`config.mk`:
```
export PLATFORM = sky130hd
export DESIGN_NAME = pic_ctrl_flat
export DESIGN_NICKNAME = d
export VERILOG_FILES = /design/src/rtl/pic_pkg.sv /design/src/rtl/pic_ctrl_if.sv /design/src/rtl/pic_prio8.sv /design/src/rtl/pic_ctrl.sv /design/src/flat_wrapper.sv
export SDC_FILE = /design/constraint.sdc
export NUM_CORES = 1
export LEC_CHECK = 0
export BUFFER_PORTS_ARGS = -buffer_cell sky130_fd_sc_hd__buf_2
export CORE_MARGIN = 2
export CORE_UTILIZATION = 55
export CTS_CLUSTER_SIZE = 16
export DETAILED_ROUTE_END_ITERATION = 16
export PLACE_DENSITY = 0.87
export SLEW_MARGIN = 0
export SYNTH_ARGS = -nofsm -noshare
export SYNTH_HDL_FRONTEND = slang
export SYNTH_HIERARCHICAL = 1
export SYNTH_SLANG_ARGS = --single-unit
```
`constraint.sdc`:
```
create_clock -name iClk -period 5.7 [get_ports iClk]
set_clock_uncertainty 0.15 [all_clocks]
set_input_delay 1.425 -clock iClk [delete_from_list [all_inputs] [get_ports iClk]]
set_output_delay 1.425 -clock iClk [all_outputs]
set_load 0.02 [all_outputs]
```
`src/rtl/pic_pkg.sv`:
```
// Shared encodings for the 8259A-subset interrupt controller: init-sequence
// states, OCW2 command codes and command-word bit positions.
package pic_pkg;

    typedef enum logic [1:0] {
        READY     = 2'd0,
        WAIT_ICW2 = 2'd1,
        WAIT_ICW3 = 2'd2,
        WAIT_ICW4 = 2'd3
    } init_state_t;

    localparam logic [2:0] EOI_NS = 3'b001;
    localparam logic [2:0] EOI_SP = 3'b011;

    localparam int ICW1_BIT = 4;
    localparam int OCW3_BIT = 3;

endpackage

```
`src/rtl/pic_ctrl_if.sv`:
```
// CPU-side bus of the interrupt controller: I/O port access plus the
// interrupt-acknowledge / vector handshake.
interface pic_ctrl_if;
    logic       iIoA0;
    logic       iIoWr;
    logic       iIoRd;
    logic [7:0] iIoData;
    logic [7:0] oIoData;
    logic       oIoSel;
    logic       iIntAck;
    logic       oInt;
    logic       oSel;
    logic [7:0] oData;

    modport slave (
        input  iIoA0, iIoWr, iIoRd, iIoData, iIntAck,
        output oIoData, oIoSel, oInt, oSel, oData
    );

    modport master (
        output iIoA0, iIoWr, iIoRd, iIoData, iIntAck,
        input  oIoData, oIoSel, oInt, oSel, oData
    );
endinterface

```
`src/rtl/pic_prio8.sv`:
```
// Combinational lowest-set-bit encoder: bit 0 is the highest priority.
module pic_prio8 (
    input  logic [7:0] i_vec,
    output logic [2:0] o_idx,
    output logic       o_vld
);
    always_comb begin
        o_idx = 3'd0;
        o_vld = 1'b0;
        for (int i = 7; i >= 0; i--) begin
            if (i_vec[i]) begin
                o_idx = 3'(i);
                o_vld = 1'b1;
            end
        end
    end
endmodule

```
`src/rtl/pic_ctrl.sv`:
```
// 8-input programmable interrupt controller: IRR/ISR/IMR, fixed priority,
// ICW1/2/4 init sequence, OCW1/2/3 commands and the INTA vector cycle.
module pic_ctrl
    import pic_pkg::*;
#(
    parameter logic [7:0] VEC_BASE_RST = 8'h08,
    parameter logic [7:0] IMR_RST      = 8'h00
) (
    input  logic       iClk,
    input  logic       iRstN,
    input  logic [7:0] iIrq,
    pic_ctrl_if.slave  bus
);
    init_state_t r_state, w_state_nxt;
    logic [7:0]  r_irr, r_isr, r_imr, r_prev;
    logic [4:0]  r_base;
    logic        r_aeoi, r_rdsel, r_sngl, r_ic4;
    logic        r_int, r_sel, r_iosel;
    logic [7:0]  r_data, r_iodata;

    logic [7:0]  w_req, w_rise, w_below, w_eoi_clr, w_ack_bit;
    logic [2:0]  w_req_idx, w_isr_idx;
    logic        w_req_vld, w_isr_vld, w_ack_hit;
    logic [3:0]  w_isr_top;
    logic        w_icw1, w_ocw1, w_ocw2, w_ocw3, w_icw2_ld, w_icw4_ld;
    logic        w_ready_wr;

    pic_prio8 u_prio_req (.i_vec(w_req), .o_idx(w_req_idx), .o_vld(w_req_vld));
    pic_prio8 u_prio_isr (.i_vec(r_isr), .o_idx(w_isr_idx), .o_vld(w_isr_vld));

    assign w_req     = r_irr & ~r_imr;
    assign w_rise    = iIrq & ~r_prev;
    assign w_isr_top = w_isr_vld ? {1'b0, w_isr_idx} : 4'd8;
    assign w_ack_hit = bus.iIntAck & w_req_vld;
    assign w_ack_bit = 8'b1 << w_req_idx;

    // Only requests strictly above the highest in-service level may interrupt.
    always_comb begin
        for (int i = 0; i < 8; i++) w_below[i] = (4'(i) < w_isr_top);
    end

    assign w_icw1     = bus.iIoWr & ~bus.iIoA0 & bus.iIoData[ICW1_BIT];
    assign w_ready_wr = bus.iIoWr & (r_state == READY);
    assign w_ocw1     = w_ready_wr & bus.iIoA0;
    assign w_ocw2     = w_ready_wr & ~bus.iIoA0 & ~bus.iIoData[ICW1_BIT] & ~bus.iIoData[OCW3_BIT];
    assign w_ocw3     = w_ready_wr & ~bus.iIoA0 & ~bus.iIoData[ICW1_BIT] &  bus.iIoData[OCW3_BIT];

    always_comb begin
        w_eoi_clr = 8'h00;
        if (w_ocw2) begin
            case (bus.iIoData[7:5])
                EOI_NS:  if (w_isr_vld) w_eoi_clr[w_isr_idx] = 1'b1;
                EOI_SP:  w_eoi_clr[bus.iIoData[2:0]] = 1'b1;
                default: w_eoi_clr = 8'h00;
            endcase
        end
    end

    always_comb begin
        w_state_nxt = r_state;
        w_icw2_ld   = 1'b0;
        w_icw4_ld   = 1'b0;
        if (w_icw1) begin
            w_state_nxt = WAIT_ICW2;
        end else if (bus.iIoWr && bus.iIoA0) begin
            case (r_state)
                WAIT_ICW2: begin
                    w_icw2_ld   = 1'b1;
                    w_state_nxt = !r_sngl ? WAIT_ICW3 : (r_ic4 ? WAIT_ICW4 : READY);
                end
                WAIT_ICW3: w_state_nxt = r_ic4 ? WAIT_ICW4 : READY;
                WAIT_ICW4: begin
                    w_icw4_ld   = 1'b1;
                    w_state_nxt = READY;
                end
                default:   w_state_nxt = r_state;
            endcase
        end
    end

    always_ff @(posedge iClk or negedge iRstN) begin
        if (!iRstN) r_state <= READY;
        else        r_state <= w_state_nxt;
    end

    always_ff @(posedge iClk or negedge iRstN) begin
        if (!iRstN) begin
            r_irr    <= 8'h00;
            r_isr    <= 8'h00;
            r_imr    <= IMR_RST;
            r_prev   <= 8'h00;
            r_base   <= VEC_BASE_RST[7:3];
            r_aeoi   <= 1'b0;
            r_rdsel  <= 1'b0;
            r_sngl   <= 1'b0;
            r_ic4    <= 1'b0;
            r_int    <= 1'b0;
            r_sel    <= 1'b0;
            r_data   <= 8'h00;
            r_iosel  <= 1'b0;
            r_iodata <= 8'h00;
        end else begin
            r_prev  <= iIrq;
            r_int   <= |(w_req & w_below);
            r_sel   <= bus.iIntAck;
            r_data  <= !bus.iIntAck ? 8'h00 :
                       w_req_vld    ? {r_base, w_req_idx} : {r_base, 3'b111};
            // Read data is taken from the pre-update registers.
            r_iosel  <= bus.iIoRd;
            r_iodata <= !bus.iIoRd ? 8'h00 :
                        bus.iIoA0  ? r_imr : (r_rdsel ? r_isr : r_irr);
            if (w_icw1) begin
                r_irr   <= 8'h00;
                r_isr   <= 8'h00;
                r_imr   <= 8'h00;
                r_rdsel <= 1'b0;
                r_sngl  <= bus.iIoData[1];
                r_ic4   <= bus.iIoData[0];
            end else begin
                r_irr <= (r_irr & ~(w_ack_hit ? w_ack_bit : 8'h00)) | w_rise;
                r_isr <= (r_isr & ~w_eoi_clr) | ((w_ack_hit && !r_aeoi) ? w_ack_bit : 8'h00);
                if (w_ocw1) r_imr <= bus.iIoData;
                if (w_ocw3 && bus.iIoData[1]) r_rdsel <= bus.iIoData[0];
            end
            if (w_icw2_ld) r_base <= bus.iIoData[7:3];
            if (w_icw4_ld) r_aeoi <= bus.iIoData[1];
        end
    end

    assign bus.oInt    = r_int;
    assign bus.oSel    = r_sel;
    assign bus.oData   = r_data;
    assign bus.oIoSel  = r_iosel;
    assign bus.oIoData = r_iodata;
endmodule

```
`src/flat_wrapper.sv`:
```
// flat-port wrapper written by rule: the top's interface ports become plain ports
module pic_ctrl_flat import pic_pkg::*;
#(
    parameter logic [7:0] VEC_BASE_RST = 8'h08,
    parameter logic [7:0] IMR_RST      = 8'h00
)
  (iClk, iRstN, iIrq, bus_iIoA0, bus_iIoWr, bus_iIoRd, bus_iIoData, bus_iIntAck, bus_oIoData, bus_oIoSel, bus_oInt, bus_oSel, bus_oData);
  pic_ctrl_if bus_i ();
  input  logic iClk;
  input  logic iRstN;
  input  logic [7:0] iIrq;
  input wire logic [$bits(bus_i.iIoA0)-1:0] bus_iIoA0;
  input wire logic [$bits(bus_i.iIoWr)-1:0] bus_iIoWr;
  input wire logic [$bits(bus_i.iIoRd)-1:0] bus_iIoRd;
  input wire logic [$bits(bus_i.iIoData)-1:0] bus_iIoData;
  input wire logic [$bits(bus_i.iIntAck)-1:0] bus_iIntAck;
  output wire logic [$bits(bus_i.oIoData)-1:0] bus_oIoData;
  output wire logic [$bits(bus_i.oIoSel)-1:0] bus_oIoSel;
  output wire logic [$bits(bus_i.oInt)-1:0] bus_oInt;
  output wire logic [$bits(bus_i.oSel)-1:0] bus_oSel;
  output wire logic [$bits(bus_i.oData)-1:0] bus_oData;
  assign bus_i.iIoA0 = bus_iIoA0;
  assign bus_i.iIoWr = bus_iIoWr;
  assign bus_i.iIoRd = bus_iIoRd;
  assign bus_i.iIoData = bus_iIoData;
  assign bus_i.iIntAck = bus_iIntAck;
  assign bus_oIoData = bus_i.oIoData;
  assign bus_oIoSel = bus_i.oIoSel;
  assign bus_oInt = bus_i.oInt;
  assign bus_oSel = bus_i.oSel;
  assign bus_oData = bus_i.oData;
  pic_ctrl #(.VEC_BASE_RST(VEC_BASE_RST), .IMR_RST(IMR_RST)) u_core (.iClk(iClk), .iRstN(iRstN), .iIrq(iIrq), .bus(bus_i));
endmodule
```
# --- Word-level counts from Yosys, hierarchy flattened ---
# Cells that the tools add are included.
word_totals:
  ff_bits: 62
  latch_bits: 0
  ram_bits: 0
  mem_bits_ro: 0
  inputBits: 22
  wordCells: 133
  n_memories: 0
op_classes:
  add_sub_neg: 0
  multipliers: 0
  div_mod_pow: 0
  order_cmp: 12
  eq_ne: 5
  shift: 1
  n_mux: 64
  bitwise: 23
  reduce_logical: 13
op_table:
  columns: ["cell", "n"]
  rows:
  - ["8-bit 2-to-1 mux", 12]
  - ["3-bit 2-to-1 mux", 17]
  - ["8-bit AND", 5]
  - ["8-bit inverter", 4]
  - ["1-bit 2-to-1 mux", 26]
  - ["3-bit by 4-bit less-than comparator with 1-bit output (first input constant)", 4]
  - ["8-bit bitwise OR", 2]
  - ["8-bit one-hot mux with 2 select lines", 1]
  - ["1-bit AND", 9]
  - ["1-bit by 4-bit less-than comparator with 1-bit output (first input constant)", 2]
  - ["2-bit by 4-bit less-than comparator with 1-bit output (first input constant)", 2]
  - ["3-bit by 4-bit less-than comparator with 1-bit output (second input constant)", 2]
  - ["2-bit 2-to-1 mux", 4]
  - ["8-bit OR reduction", 1]
  - ["1-bit by 3-bit << shifter with 8-bit output (first input constant)", 1]
  - ["1-bit demux with 3-bit select", 2]
  - ["3-bit by 1-bit >= comparator with 1-bit output (second input constant)", 2]
  - ["2-bit one-hot mux with 3 select lines", 1]
  - ["2-bit nonzero test", 3]
  - ["1-bit logical AND", 5]
  - ["2-bit equality test (second input constant)", 2]
  - ["4-bit 2-to-1 mux", 1]
  - ["4-bit nonzero test", 1]
  - ["3-bit by 1-bit equality test with 1-bit output (second input constant)", 1]
  - ["other kinds (6)", 8]

# --- Depth between registers and ports, before layout ---
depth:
  depth_word: 19
  mapped_depth: 9
  ltp_nobuf: 8

# --- By module ---
# The synthesis kept the hierarchy.
modules_own_cells:
  columns: ["module", "n_inst", "cells_per_inst", "area_per_inst_um2", "seq_area_each_um2"]
  rows:
  - ["pic_ctrl", 1, 260, 2802.7, 1552.7]
  - ["pic_prio8", 2, 13, 80.1, 0.0]

# --- Least setup slack after synthesis ---
# OpenSTA, ideal clock, no wires.
synth_timing:
  path_type: "input port to flip-flop"
  startpoint: "input bus_iIoA0"
  endpoint: "register u_core.r_isr[0]"
  arrival_ns: 2.157
  required_ns: 5.426
  path_slack_ns: 3.269
  path_stages: 4
  path_buffers: 0
  cell_sequence: "nor4bb_1 > nand2b_1 > o21ai_0 > a21oi_1"
synth_via:
  elab_chain_len: 9
synth_rtl:
  columns: ["element", "line_no", "source"]
  rows:
  - ["from (decl)", "flat_wrapper.sv:12", "input wire logic [$bits(bus_i.iIoA0)-1:0] bus_iIoA0;"]
  - ["1-bit inverter (*)", "pic_ctrl.sv:42, pic_ctrl.sv:45", null]
  - ["1-bit AND (3 in series)", "pic_ctrl.sv:45", "assign w_ocw2 = w_ready_wr & ~bus.iIoA0 & ~bus.iIoData[ICW1_BIT] & ~bus.iIoData[OCW3_BIT];"]
  - ["8-bit 2-to-1 mux", "pic_ctrl.sv:50", "if (w_ocw2) begin"]
  - ["8-bit inverter", "pic_ctrl.sv:121", "r_isr <= (r_isr & ~w_eoi_clr) | ((w_ack_hit && !r_aeoi) ? w_ack_bit : 8'h00);"]
  - ["8-bit AND", "pic_ctrl.sv:121", null]
  - ["8-bit bitwise OR", "pic_ctrl.sv:121", null]
  - ["8-bit 2-to-1 mux (*)", "pic_ctrl.sv:112", "if (w_icw1) begin"]
  - ["to (signal assigned)", "pic_ctrl.sv:121", null]
  - ["to (decl)", "pic_ctrl.sv:15", "logic [7:0] r_irr, r_isr, r_imr, r_prev;"]
# Every way passes the cells marked *; elsewhere a longest branch is shown, timed or not.
# A chain may end at the register's enable or synchronous reset.

# --- Worst setup path after layout ---
layout_timing:
  startpoint: "input bus_iIoA0"
  endpoint: "register u_core.r_imr[3]"
layout_via:
  elab_chain_len: 4
layout_rtl:
  columns: ["element", "line_no", "source"]
  rows:
  - ["1-bit inverter", "pic_ctrl.sv:42", "assign w_icw1 = bus.iIoWr & ~bus.iIoA0 & bus.iIoData[ICW1_BIT];"]
  - ["1-bit AND (2 in series)", "pic_ctrl.sv:42", null]
  - ["8-bit 2-to-1 mux / 2-bit nonzero test (equally long branches)", null, null]
  - ["to (signal assigned)", "pic_ctrl.sv:122", "if (w_ocw1) r_imr <= bus.iIoData;"]
  - ["to (decl)", "pic_ctrl.sv:15", null]
# Parallel ways exist; a longest one is shown, timed or not.

==> impl_metrics.yaml <==
sta:
  relSlewSlack_pct: 23.0
  hold_viol: 0
  fin_hold_ws_ps: 328
  worstMarginPinSlew_ps: 1150
  min_period_ps: 2920
  setup_tns_ps: 0
  slew_viol_final: 0
  worst_slack_ps: 2780
  rsz0062_at_grt: "false"
  setup_viol: 0
  fin_crit_sh_pct: 51.2
  max_freq_ghz: 0.343
synthesis:
  synth.area.top_cells: "dfrtp_1 (52%), o21ai_0 (4.6%), a21oi_1 (3.5%)"
  synth_top_area_share_pct: 51.5
  syn_avg_cell_area_um2: 10.4
  synthCells: 286
  synth-main-ff-cell: "dfrtp_1"
  ys_seq_area_share_pct: 52.4
  postSynth.asyncResetShare_pct: 100
  synthDistinctLibCells: 42
  synth_edf_count: 0
  yosysMostFrequentCell: "dfrtp_1"
  syn_nets: 312
  synth_area_um2: 2960
  yosysWarnings: 6
  synthTopCellsByCount: "dfrtp_1 (61), o21ai_0 (27), nand2_1 (22), a21oi_1 (21)"
  synth-seq-cells: 62
  yosysTopAreaCell: "dfrtp_1"
clock_tree:
  htreeDepth: 3
  cts_resized: 0
  cts_tree: "built"
  cts_buffers: 9
  clockRootBuffer: "clkbuf_8"
  clockBufferDepth: 2
  clk_pin_slew_ps: 70
  clk_latency_ps: 350
  postCtsSetupBuffers: 0
  clock_sinks: 62
  cts_hold_buf: 0
power:
  ir_worst_vdd_mv: 0.264
  p_per_area_nw_per_um2: 500
  total_power_mw: 1.69
  p_leak_nw: 1.51
setup_path:
  reg2reg_depth: 7
  crit_type: "in -> reg"
  critPathLaunchType: "input port"
  required_ps: 5790
  crit_arrival_ps: 3000
  cp_max_fo: 23
  end_kind: "flop"
status:
  status: "finished clean"
drt:
  ant_nets: 0
  route.detailed.drc: 0
  wirelength_um: 6780
  first_pass_iters: 5
  drt_iter0_drc: 271
  via_per_inst: 5.98
  post_drt_wl_per_cell_um: 16.8
  vias: 2410
min_path:
  hold_depth: 1
  hold_class: "reg -> reg"
global_routing:
  antenna_found_initial: 0
  grt_use_total_pct: 24.6
  grt_max_degree: 63
  grt_overflow: 0
  grt_pass1_wl_um: 11300
  grt_pass1_vias: 2350
placed_design:
  dp_hpwl_um: 4820
  dpl_worst_slack_ps: 2450
  gp_congestion: 0.968
  placed_area_um2: 3210
  dp.cells: 387
  io_buffer_count: 40
job:
  drv_cap: 0
floorplan:
  die_h_um: 77.4
  die_w_um: 77.4
  pin_count: 41
  start_util_pct: 57.6
  fp-row-count: 26
  die_area_um2: 5990
  core_area_um2: 5140
final_layout:
  fin_cells: 403
  final_nets: 354
  postLayoutCoreUtil_pct: 65.9
  drive_gt1_share_pct: 21.0
  diodes: 0
  final_area_um2: 3390
  fillers: 431
  areaGrowthSynthToFinish_pct: 14.3
## registers in the layout, indices dropped and copies added (netlist names)
name	count
u_core/r_base	5
u_core/bus.oIoData	8
u_core/r_aeoi	1
u_core/r_imr	8
u_core/r_state	2
u_core/r_sngl	1
u_core/r_ic4	1
u_core/bus.oInt	1
u_core/bus.oData	8
u_core/r_prev	8
u_core/r_irr	8
u_core/bus.oSel	1
u_core/r_rdsel	1
u_core/r_isr	8
u_core/bus.oIoSel	1
## power by group
part / switching, mW / internal [mW] / total, mW / leakage, nW
clock network: 0.174 / 0.169 / 0.343 / 0.0893
logic: 0.396 / 0.262 / 0.659 / 0.653
registers: 0.113 / 0.579 / 0.691 / 0.772
## layer usage
layer	GRT usage [%]	routed length [um]	vias to the layer above
li1	-	-	1101
met4	14.8	267	0
met2	37.7	3190	135
met5	0	0	-
met1	32.0	2740	1149
met3	5.81	576	25
## worst max-delay path: stages
cell and delay [ps]:
buf_2 210, and3b_1 810, nor2_1 300, a22o_1 260
## cell families after synthesis
kind of cell | after synthesis | synth area share (%)
multiplexers | 18 | 6.42
buffers and inverters | 20 | 3.04
flip-flops | 62 | 52.4
AO/OA/AOI/OAI | 80 | 17.0
AND/OR/NAND/NOR | 102 | 19.5
adder cells (fa/ha/maj) | 4 | 1.69
## worst paths after layout
check | startpoint | to | slack (ps)
min in group asynchronous | iRstN | u_core/r_base[1] | 1070
worst max register to register | u_core/r_imr[6] | u_core/r_isr[2] | 3020
worst min register to register | u_core/r_base[4] | u_core/bus.oData[7] | 330
worst min-delay path | u_core/r_base[4] | u_core/bus.oData[7] | 330
worst max-delay path | bus_iIoA0 | u_core/r_imr[3] | 2780
max in group asynchronous | iRstN | u_core/r_isr[7] | 3850
## placed cells by master, fill, tap and decap left out, drive strengths merged, types with 2 or more instances in the layout
cell    instances
o21bai          2
o41ai           2
o31ai           2
inv             9
buf            42
dfrtp          61
and4bb          2
ha              4
mux2i          10
a211oi          3
nand2b         10
a21boi          3
and2           15
nor2           16
o21ai          27
clkbuf         11
and3b           2
a22o            7
clkinv          4
mux2            8
a32oi           7
a21oi          21
and2b           2
nand2          22
nor2b          16
nor4            4
nand3           6
## layout make-up
| class | instances | area, um2 | area share, % |
|---|---|---|---|
| inverters | 9 | 33.8 | 0.998 |
| multi-input cells | 204 | 1320 | 39.0 |
| repair buffers | 42 | 215 | 6.36 |
| well taps | 70 | 87.6 | 2.59 |
| clock inverters | 5 | 35.0 | 1.03 |
| flip-flops and latches | 62 | 1550 | 45.9 |
| clock buffers | 11 | 141 | 4.18 |
Note: power is estimated with default switching activity, not from simulation.
